$ cat src/rtl/acc_seq_ctrl.sv
// -----------------------------------------------------------------------------
// acc_seq_ctrl
//
// Sequencer for one binary-serial MAC lane. A job of k_len products is
// accepted from the array scheduler; each operand pair is handshaked in,
// the bit-serial multiplier is run for MUL_CYC cycles, and the product is
// folded into the PE partial-sum accumulator. Once all products are in, the
// result is offered downstream with a valid/ready handshake.
//
// Per-product timing with no operand stall (t = operand handshake cycle):
//   t                : LOAD, in_ready=1, mul_load=1
//   t+1 .. t+MUL_CYC : MUL,  mul_en=1
//   t+MUL_CYC+1      : UPD,  acc_en=1 (acc_sel=1 on the first product)
//
// Ports:
//   clk        clock
//   rst        asynchronous active-high reset
//   start      job request, sampled only while idle
//   k_len      products in the job, captured on an accepted start
//   in_valid   operand pair available
//   in_ready   controller ready for an operand pair
//   mul_load   one-cycle pulse, multiplier latches operands
//   mul_en     multiplier shift/iterate enable
//   acc_clr    accumulator synchronous clear
//   acc_en     accumulator update enable
//   acc_sel    1 = load product, 0 = hold-and-add
//   out_valid  job result valid at accumulator output
//   out_ready  downstream consumes the result
//   busy       high whenever the controller is not idle
// -----------------------------------------------------------------------------
module acc_seq_ctrl #(
    parameter int K_WIDTH   = 16,
    parameter int MUL_CYC   = 16,
    parameter int CYC_WIDTH = 5
) (
    input  logic               clk,
    input  logic               rst,
    input  logic               start,
    input  logic [K_WIDTH-1:0] k_len,
    input  logic               in_valid,
    output logic               in_ready,
    output logic               mul_load,
    output logic               mul_en,
    output logic               acc_clr,
    output logic               acc_en,
    output logic               acc_sel,
    output logic               out_valid,
    input  logic               out_ready,
    output logic               busy
);

    typedef enum logic [2:0] {
        S_IDLE = 3'd0,
        S_LOAD = 3'd1,
        S_MUL  = 3'd2,
        S_UPD  = 3'd3,
        S_DONE = 3'd4
    } state_t;

    state_t               state_reg;
    logic [K_WIDTH-1:0]   prod_cnt_reg;
    logic [K_WIDTH-1:0]   k_cap_reg;
    logic [CYC_WIDTH-1:0] cyc_cnt_reg;

    // Registered state-decoded outputs. Each flag is written together with
    // the state transition that enters (or leaves) the state it belongs to,
    // so it always equals a pure decode of state_reg.
    logic in_ready_reg;
    logic mul_en_reg;
    logic acc_en_reg;
    logic acc_sel_reg;
    logic out_valid_reg;
    logic busy_reg;

    logic [K_WIDTH-1:0] prod_inc;
    assign prod_inc = prod_cnt_reg + K_WIDTH'(1);

    always_ff @(posedge clk or posedge rst) begin
        if (rst) begin
            state_reg     <= S_IDLE;
            prod_cnt_reg  <= '0;
            k_cap_reg     <= '0;
            cyc_cnt_reg   <= '0;
            in_ready_reg  <= 1'b0;
            mul_en_reg    <= 1'b0;
            acc_en_reg    <= 1'b0;
            acc_sel_reg   <= 1'b0;
            out_valid_reg <= 1'b0;
            busy_reg      <= 1'b0;
        end else begin
            // UPD lasts exactly one cycle; its strobes default low.
            acc_en_reg  <= 1'b0;
            acc_sel_reg <= 1'b0;

            case (state_reg)
                S_IDLE: begin
                    if (start) begin
                        busy_reg     <= 1'b1;
                        prod_cnt_reg <= '0;
                        k_cap_reg    <= k_len;
                        if (k_len != '0) begin
                            state_reg    <= S_LOAD;
                            in_ready_reg <= 1'b1;
                        end else begin
                            // Empty job: the cleared accumulator is the result.
                            state_reg     <= S_DONE;
                            out_valid_reg <= 1'b1;
                        end
                    end
                end

                S_LOAD: begin
                    if (in_valid) begin
                        state_reg    <= S_MUL;
                        in_ready_reg <= 1'b0;
                        mul_en_reg   <= 1'b1;
                        cyc_cnt_reg  <= CYC_WIDTH'(MUL_CYC - 1);
                    end
                end

                S_MUL: begin
                    if (cyc_cnt_reg == '0) begin
                        state_reg   <= S_UPD;
                        mul_en_reg  <= 1'b0;
                        acc_en_reg  <= 1'b1;
                        // First product of the job overwrites the accumulator.
                        acc_sel_reg <= (prod_cnt_reg == '0);
                    end else begin
                        cyc_cnt_reg <= cyc_cnt_reg - CYC_WIDTH'(1);
                    end
                end

                S_UPD: begin
                    // prod_cnt < k_cap holds here, so the increment cannot
                    // pass the captured length; the guard keeps it saturating.
                    if (prod_cnt_reg != k_cap_reg) begin
                        prod_cnt_reg <= prod_inc;
                    end
                    if (prod_inc == k_cap_reg) begin
                        state_reg     <= S_DONE;
                        out_valid_reg <= 1'b1;
                    end else begin
                        state_reg    <= S_LOAD;
                        in_ready_reg <= 1'b1;
                    end
                end

                S_DONE: begin
                    if (out_ready) begin
                        state_reg     <= S_IDLE;
                        out_valid_reg <= 1'b0;
                        busy_reg      <= 1'b0;
                    end
                end

                default: begin
                    state_reg     <= S_IDLE;
                    in_ready_reg  <= 1'b0;
                    mul_en_reg    <= 1'b0;
                    out_valid_reg <= 1'b0;
                    busy_reg      <= 1'b0;
                end
            endcase
        end
    end

    assign in_ready  = in_ready_reg;
    assign mul_en    = mul_en_reg;
    assign acc_en    = acc_en_reg;
    assign acc_sel   = acc_sel_reg;
    assign out_valid = out_valid_reg;
    assign busy      = busy_reg;

    // The two handshake-coupled pulses land in the cycle the request is seen.
    // in_ready_reg is only set in LOAD, so mul_load cannot fire elsewhere.
    // acc_clr is masked by rst so every output is low while reset is held.
    assign mul_load = in_ready_reg & in_valid;
    assign acc_clr  = (state_reg == S_IDLE) & start & ~rst;

endmodule
$ cat config.mk
export PLATFORM = sky130hd
export DESIGN_NAME = acc_seq_ctrl
export DESIGN_NICKNAME = d
export VERILOG_FILES = /design/src/rtl/acc_seq_ctrl.sv
export SDC_FILE = /design/constraint.sdc
export NUM_CORES = 1
export LEC_CHECK = 0
export BUFFER_PORTS_ARGS = -buffer_cell sky130_fd_sc_hd__buf_4
export CORE_AREA = 2 2 72 74
export DETAILED_ROUTE_END_ITERATION = 10
export DIE_AREA = 0 0 74 76
export PLACE_DENSITY_LB_ADDON = 0.3
export SYNTH_ARGS = -nofsm -noshare
export SYNTH_HDL_FRONTEND = slang
export SYNTH_SLANG_ARGS = --single-unit
export TNS_END_PERCENT = 30
$ cat constraint.sdc
create_clock -name clk -period 5.9 [get_ports clk]
set_input_delay 0.295 -clock clk [delete_from_list [all_inputs] [get_ports clk]]
set_output_delay 0.295 -clock clk [all_outputs]
set_load 0.03 [all_outputs]
# --- Word level (Yosys, flattened, before mapping) ---
# Cells that the tools add are included.
totals:
  regBits: 46
  word_cells: 86
  inputBits: 21
  out_inout_bits: 8
classes:
  n_bitwise: 8
  n_addsub: 2
  n_eq_ne: 16
  reduce_logical: 18
  muxes: 32
op_table:
  columns: ["op", "n"]
  rows:
  - ["16-bit 2-to-1 mux", 2]
  - ["16-bit one-hot mux with 2 select lines", 1]
  - ["2-bit inequality test (second input constant)", 10]
  - ["3-bit 2-to-1 mux", 6]
  - ["16-bit by 1-bit adder with 16-bit output (second input constant)", 1]
  - ["16-bit == test", 1]
  - ["16-bit zero test", 1]
  - ["16-bit inequality test", 1]
  - ["16-bit nonzero test", 1]
  - ["1-bit 2-to-1 mux", 15]
  - ["3-bit one-hot mux with 5 select lines", 1]
  - ["3-bit AND reduction", 4]
  - ["5-bit 2-to-1 mux", 2]
  - ["5-bit one-hot mux with 2 select lines", 1]
  - ["5-bit AND reduction", 2]
  - ["1-bit one-hot mux with 4 select lines", 2]
  - ["3-bit by 2-bit == test with 1-bit output (second input constant)", 2]
  - ["1-bit one-hot mux with 3 select lines", 2]
  - ["3-bit OR reduction", 2]
  - ["5-bit zero test", 1]
  - ["1-bit NOT", 5]
  - ["5-bit by 1-bit subtractor with 5-bit output (second input constant)", 1]
  - ["4-bit AND reduction", 1]
  - ["2-bit nonzero test", 2]
  - ["6 further kinds", 9]

# --- Longest topological paths before layout ---
# Gate-level depths: netlist (run 1).
depth:
  depth_word: 4
  depth_mapped: 10
  depth_no_buf: 8

# --- Worst setup path before layout (run 1) ---
# No wires, ideal clock.
synth_path:
  path_type: "register to register"
  from: "reg prod_cnt_reg[11]"
  to: "reg prod_cnt_reg[6]"
  setup_time_ps: 121
  period_less_slack_ps: 2150
  slack_ps: 3750
  stages_incl_launch_ff: 10
  path_buffers: 3
  t_arrival_ps: 2029
  required_ps: 5779
  path_cell_list: "dfrtp_1 buf_6 xnor2_4 nand2_2 or4_4 o21a_1 buf_6 buf_8 mux2i_1 a22o_1"
synth_between:
  elab_chain_len: 3
synth_rtl:
  columns: ["item", "line", "source"]
  rows:
  - ["from (decl)", "61", "logic [K_WIDTH-1:0] prod_cnt_reg;"]
  - ["from (signal assigned)", "137", "prod_cnt_reg <= prod_inc;"]
  - ["16-bit inequality test", "136", "if (prod_cnt_reg != k_cap_reg) begin"]
  - ["2-bit inequality test (no line)", null, null]
  - ["3-bit AND reduction (no line)", null, null]
# No other way between the ends.
# A chain may end at the register's enable or synchronous reset.

# --- Final worst setup path (run 1) ---
layout_path:
  from: "reg prod_cnt_reg[2]"
  to: "reg prod_cnt_reg[13]"
layout_between:
  elab_chain_len: 3
  word_cells_on_any_way: 6
  classes_between: "add/sub (1); eq/ne (2); mux (2); reduce/logical (1)"
layout_rtl:
  columns: ["item", "line"]
  rows:
  - ["16-bit by 1-bit adder with 16-bit output / 16-bit inequality test (equally long branches)", "76, 136"]
  - ["16-bit 2-to-1 mux / 2-bit inequality test (equally long branches)", null]
  - ["16-bit one-hot mux with 2 select lines / 3-bit AND reduction (equally long branches)", null]
# Parallel ways exist; a longest one is shown, timed or not. The select of a mux whose other input is x is not followed.

==> results of run 1 <==
[synth_stat cells, types with 5 or more instances]
cell      number
a21oi_1       11
a22o_1         5
a31oi_1        6
buf_2          6
clkbuf_1       8
dfrtp_1       46
inv_1         11
mux2i_1        8
nand2_1       67
nand3_1        8
nand4_1        8
nor2_1        21
nor3_1        10
nor4_1         8
o21ai_0        9
xnor2_1       11
xor2_1        14
[critical path, stage by stage, from the launching register on]
cell	delay (ns)
dfrtp_1	0.50
xnor2_1	0.30
nand4_1	0.13
or4_1	0.46
o21a_1	0.57
mux2_4	0.44
a22o_1	0.17
[per-stage QoR]
stage	hold WS, ns	util, %	instance area [um^2]	total power, uW
finish	0.187	64.9	3190	1220
global route	0.180	64.9	3190	1320
CTS	0.182	64.9	3190	1220
detailed placement	0.493	63.0	3090	1020
global placement	0.484	63.0	3090	1000
floorplan	0.400	-	2920	913
[area by class of cell]
cell class                      instances  area share (%)
Clock buffer                            6            2.59
Multi-Input combinational cell        254            50.3
Inverter                               11            1.30
Timing Repair Buffer                   28            6.59
Sequential cell                        46            36.1
Clock inverter                          2           0.392
Tap cell                               70            2.75
[cell families (layout without fill, tap and decap cells)]
kind of cell / after synthesis / after routing / share of synthesized area (%)
AOI/OAI and AO/OA: 51 / 51 / 11.5
xor gates and xnor gates: 29 / 29 / 10.1
adders and majority gates: 4 / 4 / 1.72
buffers and inverters: 30 / 47 / 5.54
DFF: 46 / 46 / 39.5
muxes: 12 / 12 / 4.42
and+or+nand+nor: 158 / 158 / 27.3
[worst min-delay path by stage]
stage	end	depth (start not counted)
after floorplan	k_cap_reg[0]	2
after global placement	k_cap_reg[15]	2
after detailed placement	k_cap_reg[15]	2
after CTS	k_cap_reg[0]	3
after global routing	k_cap_reg[15]	3
final	k_cap_reg[7]	3
[power by group through the flow]
stage                     clock [uW]  sequential (uW)  combinational (uW)
after detailed placement           0              511                 505
after global routing             219              522                 574
after floorplan                    0              465                 448
after CTS                        207              505                 509
final                            204              509                 511
after global placement             0              509                 494
[per-layer routing]
layer / track usage [%] / up-vias
li1: - / 1185
met1: 37.8 / 1147
met2: 36.9 / 81
met3: 4.63 / 13
met4: 7.27 / 0
met5: 0 / -
==> run metrics, run 1 <==
outcome completed; R2R depth 6; DP Wirelength 4600 um; Hold WC Path Type primary input to flop; PD cells 384 nW/um^2; sw frac 42.1%; Int Pwr 709 uW; Setup CP Type flop to flop; Slew Limit Fails 0; vias in the first global route 2282; multi-input logic area 1600 um^2; reg2reg start prod_cnt_reg[2]; # nets final 371; DR top layer met4; commonest non-fill, non-tap cells in the layout 67 x nand2_1, 46 x dfrtp_1, 28 x buf_4; Hold-fix buffers, CTS 0; wire per inst 15.3 um; EDFF count, synth 0; DRC viols 0; leak pwr 0.00142 uW; Synth area leaders dfrtp_1 39%, nand2_1 8.6%, xor2_1 4.2%; CTS tree done; Initial DRC Count 183; share of power burned in the clock network 16.7%; PortBufs 28; maximum vdd drop 233 uV; Final ANT Viol Nets 0; Worst Skew 0.0114 ns; worst-skew pair later-pin latency 0.31 ns; Crit. Startpoint prod_cnt_reg[2]; Post-CTS Setup Bufs 0; first-pass detailed-route iteration total 4; Syn Inst Count 330; Place WS 3.25 ns; Tmin final 2.68 ns; Fmax 373 MHz; grt total ovfl 0; Final Setup Violations 0; CTS buffer count 5; total core area 4910 um^2; fillers 421; worst reg2reg path endpoint prod_cnt_reg[13]; hold_sp k_len[7]; Syn Nets 355; DRT Wirelength 6390 um; Worst Path Max Fanout 24; final hold vios 0; initial antenna violation count 0; Vias 2426; Die Wd 74 um; post-DR vias/cell 5.82; R2R setup slack 3.22 ns; placed cell count 409; Post-synth ARST share 100%; synthesized cell area 2920 um^2; max_slew headroom 32.2%; Switch Pwr 515 uW; RSZ-0062 raised after global routing false; Reg power frac 41.6%; Least-Margin Pin Slew 1.02 ns; share of layout cells above drive strength 1 13.8%; met2 wire length 2840 um; CTS Sinks 46; largest net degree at the start of global routing 47; htree depth 2; crit end category flop; clock-pin slew on the worst setup and hold paths 0.09 ns; commonest non-fill, non-tap cell in the layout nand2_1; Worst setup SP type flop; # rows 26; setup slack after layout 3.22 ns; TNS Setup 0 ns; max cap viols 0; Comb power frac 41.7%; total die area 5620 um^2; n_diodes 0; Ports 29; post-synth top area cell dfrtp_1; Critical Path Sink prod_cnt_reg[13]; Area Overhead vs Synth 9.36%; crit share post-route 45.5%; Post-Layout Cell Count 417; Starting Density 59.3%; CTS max path bufs 2; Primary FF master, synth dfrtp_1; M1 WL 3040 um; PostCTS Resize Cnt 0; GP Congestion 0.948; die height 76 um; register area share after synthesis 39.5%; Reg area 1150 um^2; GRT Util Overall 25.1%; Mapped Avg Cell Area 8.83 um^2; Synth top area share 39.5%; first-pass GRT wire length 11100 um; met3 wire length 389 um; CTS root buf clkbuf_8; Crit path required time 6.10 ns; CP arrival 2.89 ns; Unique masters post-synth 55; yosys warns 0; #FFs+latches synth 46
Note: power is estimated with default switching activity, not from simulation.
==> inputs of run 2 (changes only) <==
--- a/config.mk
+++ b/config.mk
@@ -6,9 +6,9 @@
 export NUM_CORES = 1
 export LEC_CHECK = 0
 export BUFFER_PORTS_ARGS = -buffer_cell sky130_fd_sc_hd__buf_4
-export CORE_AREA = 2 2 72 74
+export CORE_AREA = 2 2 74 76
 export DETAILED_ROUTE_END_ITERATION = 10
-export DIE_AREA = 0 0 74 76
+export DIE_AREA = 0 0 76 78
 export PLACE_DENSITY_LB_ADDON = 0.3
 export SYNTH_ARGS = -nofsm -noshare
 export SYNTH_HDL_FRONTEND = slang
==> constraint.sdc (replaced) <==
create_clock -name clk -period 2.7 [get_ports clk]
set_input_delay 0.135 -clock clk [delete_from_list [all_inputs] [get_ports clk]]
set_output_delay 0.135 -clock clk [all_outputs]
set_load 0.03 [all_outputs]
==> run metrics, run 2 (synthesis gave the netlist of run 1 again) <==
CTS buffer count 5; RSZ-0062 raised after global routing false; Ports 29; total core area 5040 um^2; total die area 5930 um^2; first-pass GRT wire length 11400 um; maximum vdd drop 498 uV; largest net degree at the start of global routing 47; # rows 26; setup slack after layout 0.232 ns; CTS root buf clkbuf_8; # nets final 377; hold_sp k_len[0]; worst reg2reg path endpoint prod_cnt_reg[5]; commonest non-fill, non-tap cell in the layout nand2_1; first-pass detailed-route iteration total 4; TNS Setup 0 ns; Slew Limit Fails 0; R2R setup slack 0.23 ns; Crit path required time 2.93 ns; Hold Path End k_cap_reg[0]; Worst setup SP type flop; crit end category flop; CP max stage cell or4_1; Tmin final 2.47 ns; vias in the first global route 2395; Area Overhead vs Synth 10.6%; DP Wirelength 4910 um; Layout Utilization 63.9%; wire per inst 15.7 um; worst-skew pair later-pin latency 0.30 ns; share of layout cells above drive strength 1 15.0%; Worst Path Max Fanout 13; Hold WC Path Type primary input to flop; CTS max path bufs 2; PortBufs 28; Place WS 0.267 ns; max_slew headroom 37.7%; reg2reg start prod_cnt_reg[13]; CP arrival 2.70 ns; crit path cell chain xnor2_1 > nand2_1 > or4_1 > o21a_1 > buf_4 > mux2_1 > mux2i_1; final hold vios 0; GP Congestion 0.967; clock-pin slew on the worst setup and hold paths 0.09 ns; crit-path max cell delay 0.52 ns; commonest non-fill, non-tap cells in the layout 67 x nand2_1, 46 x dfrtp_1, 34 x buf_4; Setup CP Type flop to flop; max cap viols 0; Post-CTS Setup Bufs 0; grt total ovfl 0; GRT Util Overall 24.1%; htree depth 2; crit share post-route 91.4%; Vias 2488; leak pwr 0.00144 uW; initial antenna violation count 0; die height 78 um; Final ANT Viol Nets 0; Final Setup Violations 0; Starting Density 57.8%; Initial DRC Count 173; Fmax 405 MHz; CTS Sinks 46; Die Wd 76 um; CTS tree done; Worst Skew 0.00516 ns; outcome completed; PD cells 836 nW/um^2; Least-Margin Pin Slew 0.933 ns; DRT Wirelength 6620 um; post-DR vias/cell 5.88; n_diodes 0; WHS Path Cells 3; R2R depth 7; PostCTS Resize Cnt 0; Hold-fix buffers, CTS 0; DRC viols 0
-- run 2: cell count changes in the layout (fill, tap and decap cells not counted) --
| cell | delta |
|---|---|
| clkinvlp_4 | -1 |
| clkinv_4 | +1 |
| clkbuf_1 | +1 |
| clkbuf_8 | -1 |
| buf_4 | +6 |
-- run 2: area by class of cell --
type	count	area, um^2
Inverter	11	41.3
Clock buffer	6	72.6
Multi-Input combinational cell	254	1600
Clock inverter	2	13.8
Tap cell	70	87.6
Timing Repair Buffer	34	255
Fill cell	431	1820
Sequential cell	46	1150
-- run 2: worst max-delay path, delay by kind of cell, from the launching register on --
family,cells,cell delay [ns]
buf+inv,1,0.24
flops,1,0.45
simple gates,2,0.60
xor+xnor,1,0.34
mux,2,0.44
compound gates,1,0.33
-- run 2: metrics by stage --
| stage | cells | total power [uW] | cell area [um^2] | hold slack, ns |
|---|---|---|---|---|
| CTS | 423 | 2700 | 3220 | 0.0161 |
| detailed placement | 415 | 2270 | 3140 | 0.338 |
| global placement | 415 | 2240 | 3140 | 0.336 |
| finish | 423 | 2700 | 3220 | 0.0257 |
| global route | 423 | 2890 | 3220 | 0.0246 |
| floorplan | 330 | 1990 | 2920 | 0.240 |
-- run 2: per-layer routing --
layer | up-vias | routed length (um) | GRT usage (%) | share of wire [%]
met2 | 71 | 3130 | 37.8 | 47
li1 | 1205 | - | - | -
met3 | 10 | 337 | 4.07 | 5.1
met1 | 1202 | 3070 | 33.2 | 46
met5 | - | 0 | 0 | 0
met4 | 0 | 90 | 10.5 | 1.4
-- run 2: how the worst max path moves through the flow --
stage,slack [ns],from,to,depth (start not counted)
final,0.23,prod_cnt_reg[13],prod_cnt_reg[5],7
after global routing,0.11,prod_cnt_reg[13],prod_cnt_reg[5],7
after CTS,0.24,prod_cnt_reg[12],prod_cnt_reg[5],7
after detailed placement,0.27,prod_cnt_reg[13],prod_cnt_reg[5],7
after global placement,0.28,prod_cnt_reg[13],prod_cnt_reg[5],7
after floorplan,0.55,prod_cnt_reg[11],prod_cnt_reg[6],9
-- run 2: report_power, final --
group          switching, uW  internal (uW)  total, uW
registers                231            862       1090
clock network            241            183        424
logic                    660            519       1180
total                   1130           1560       2700
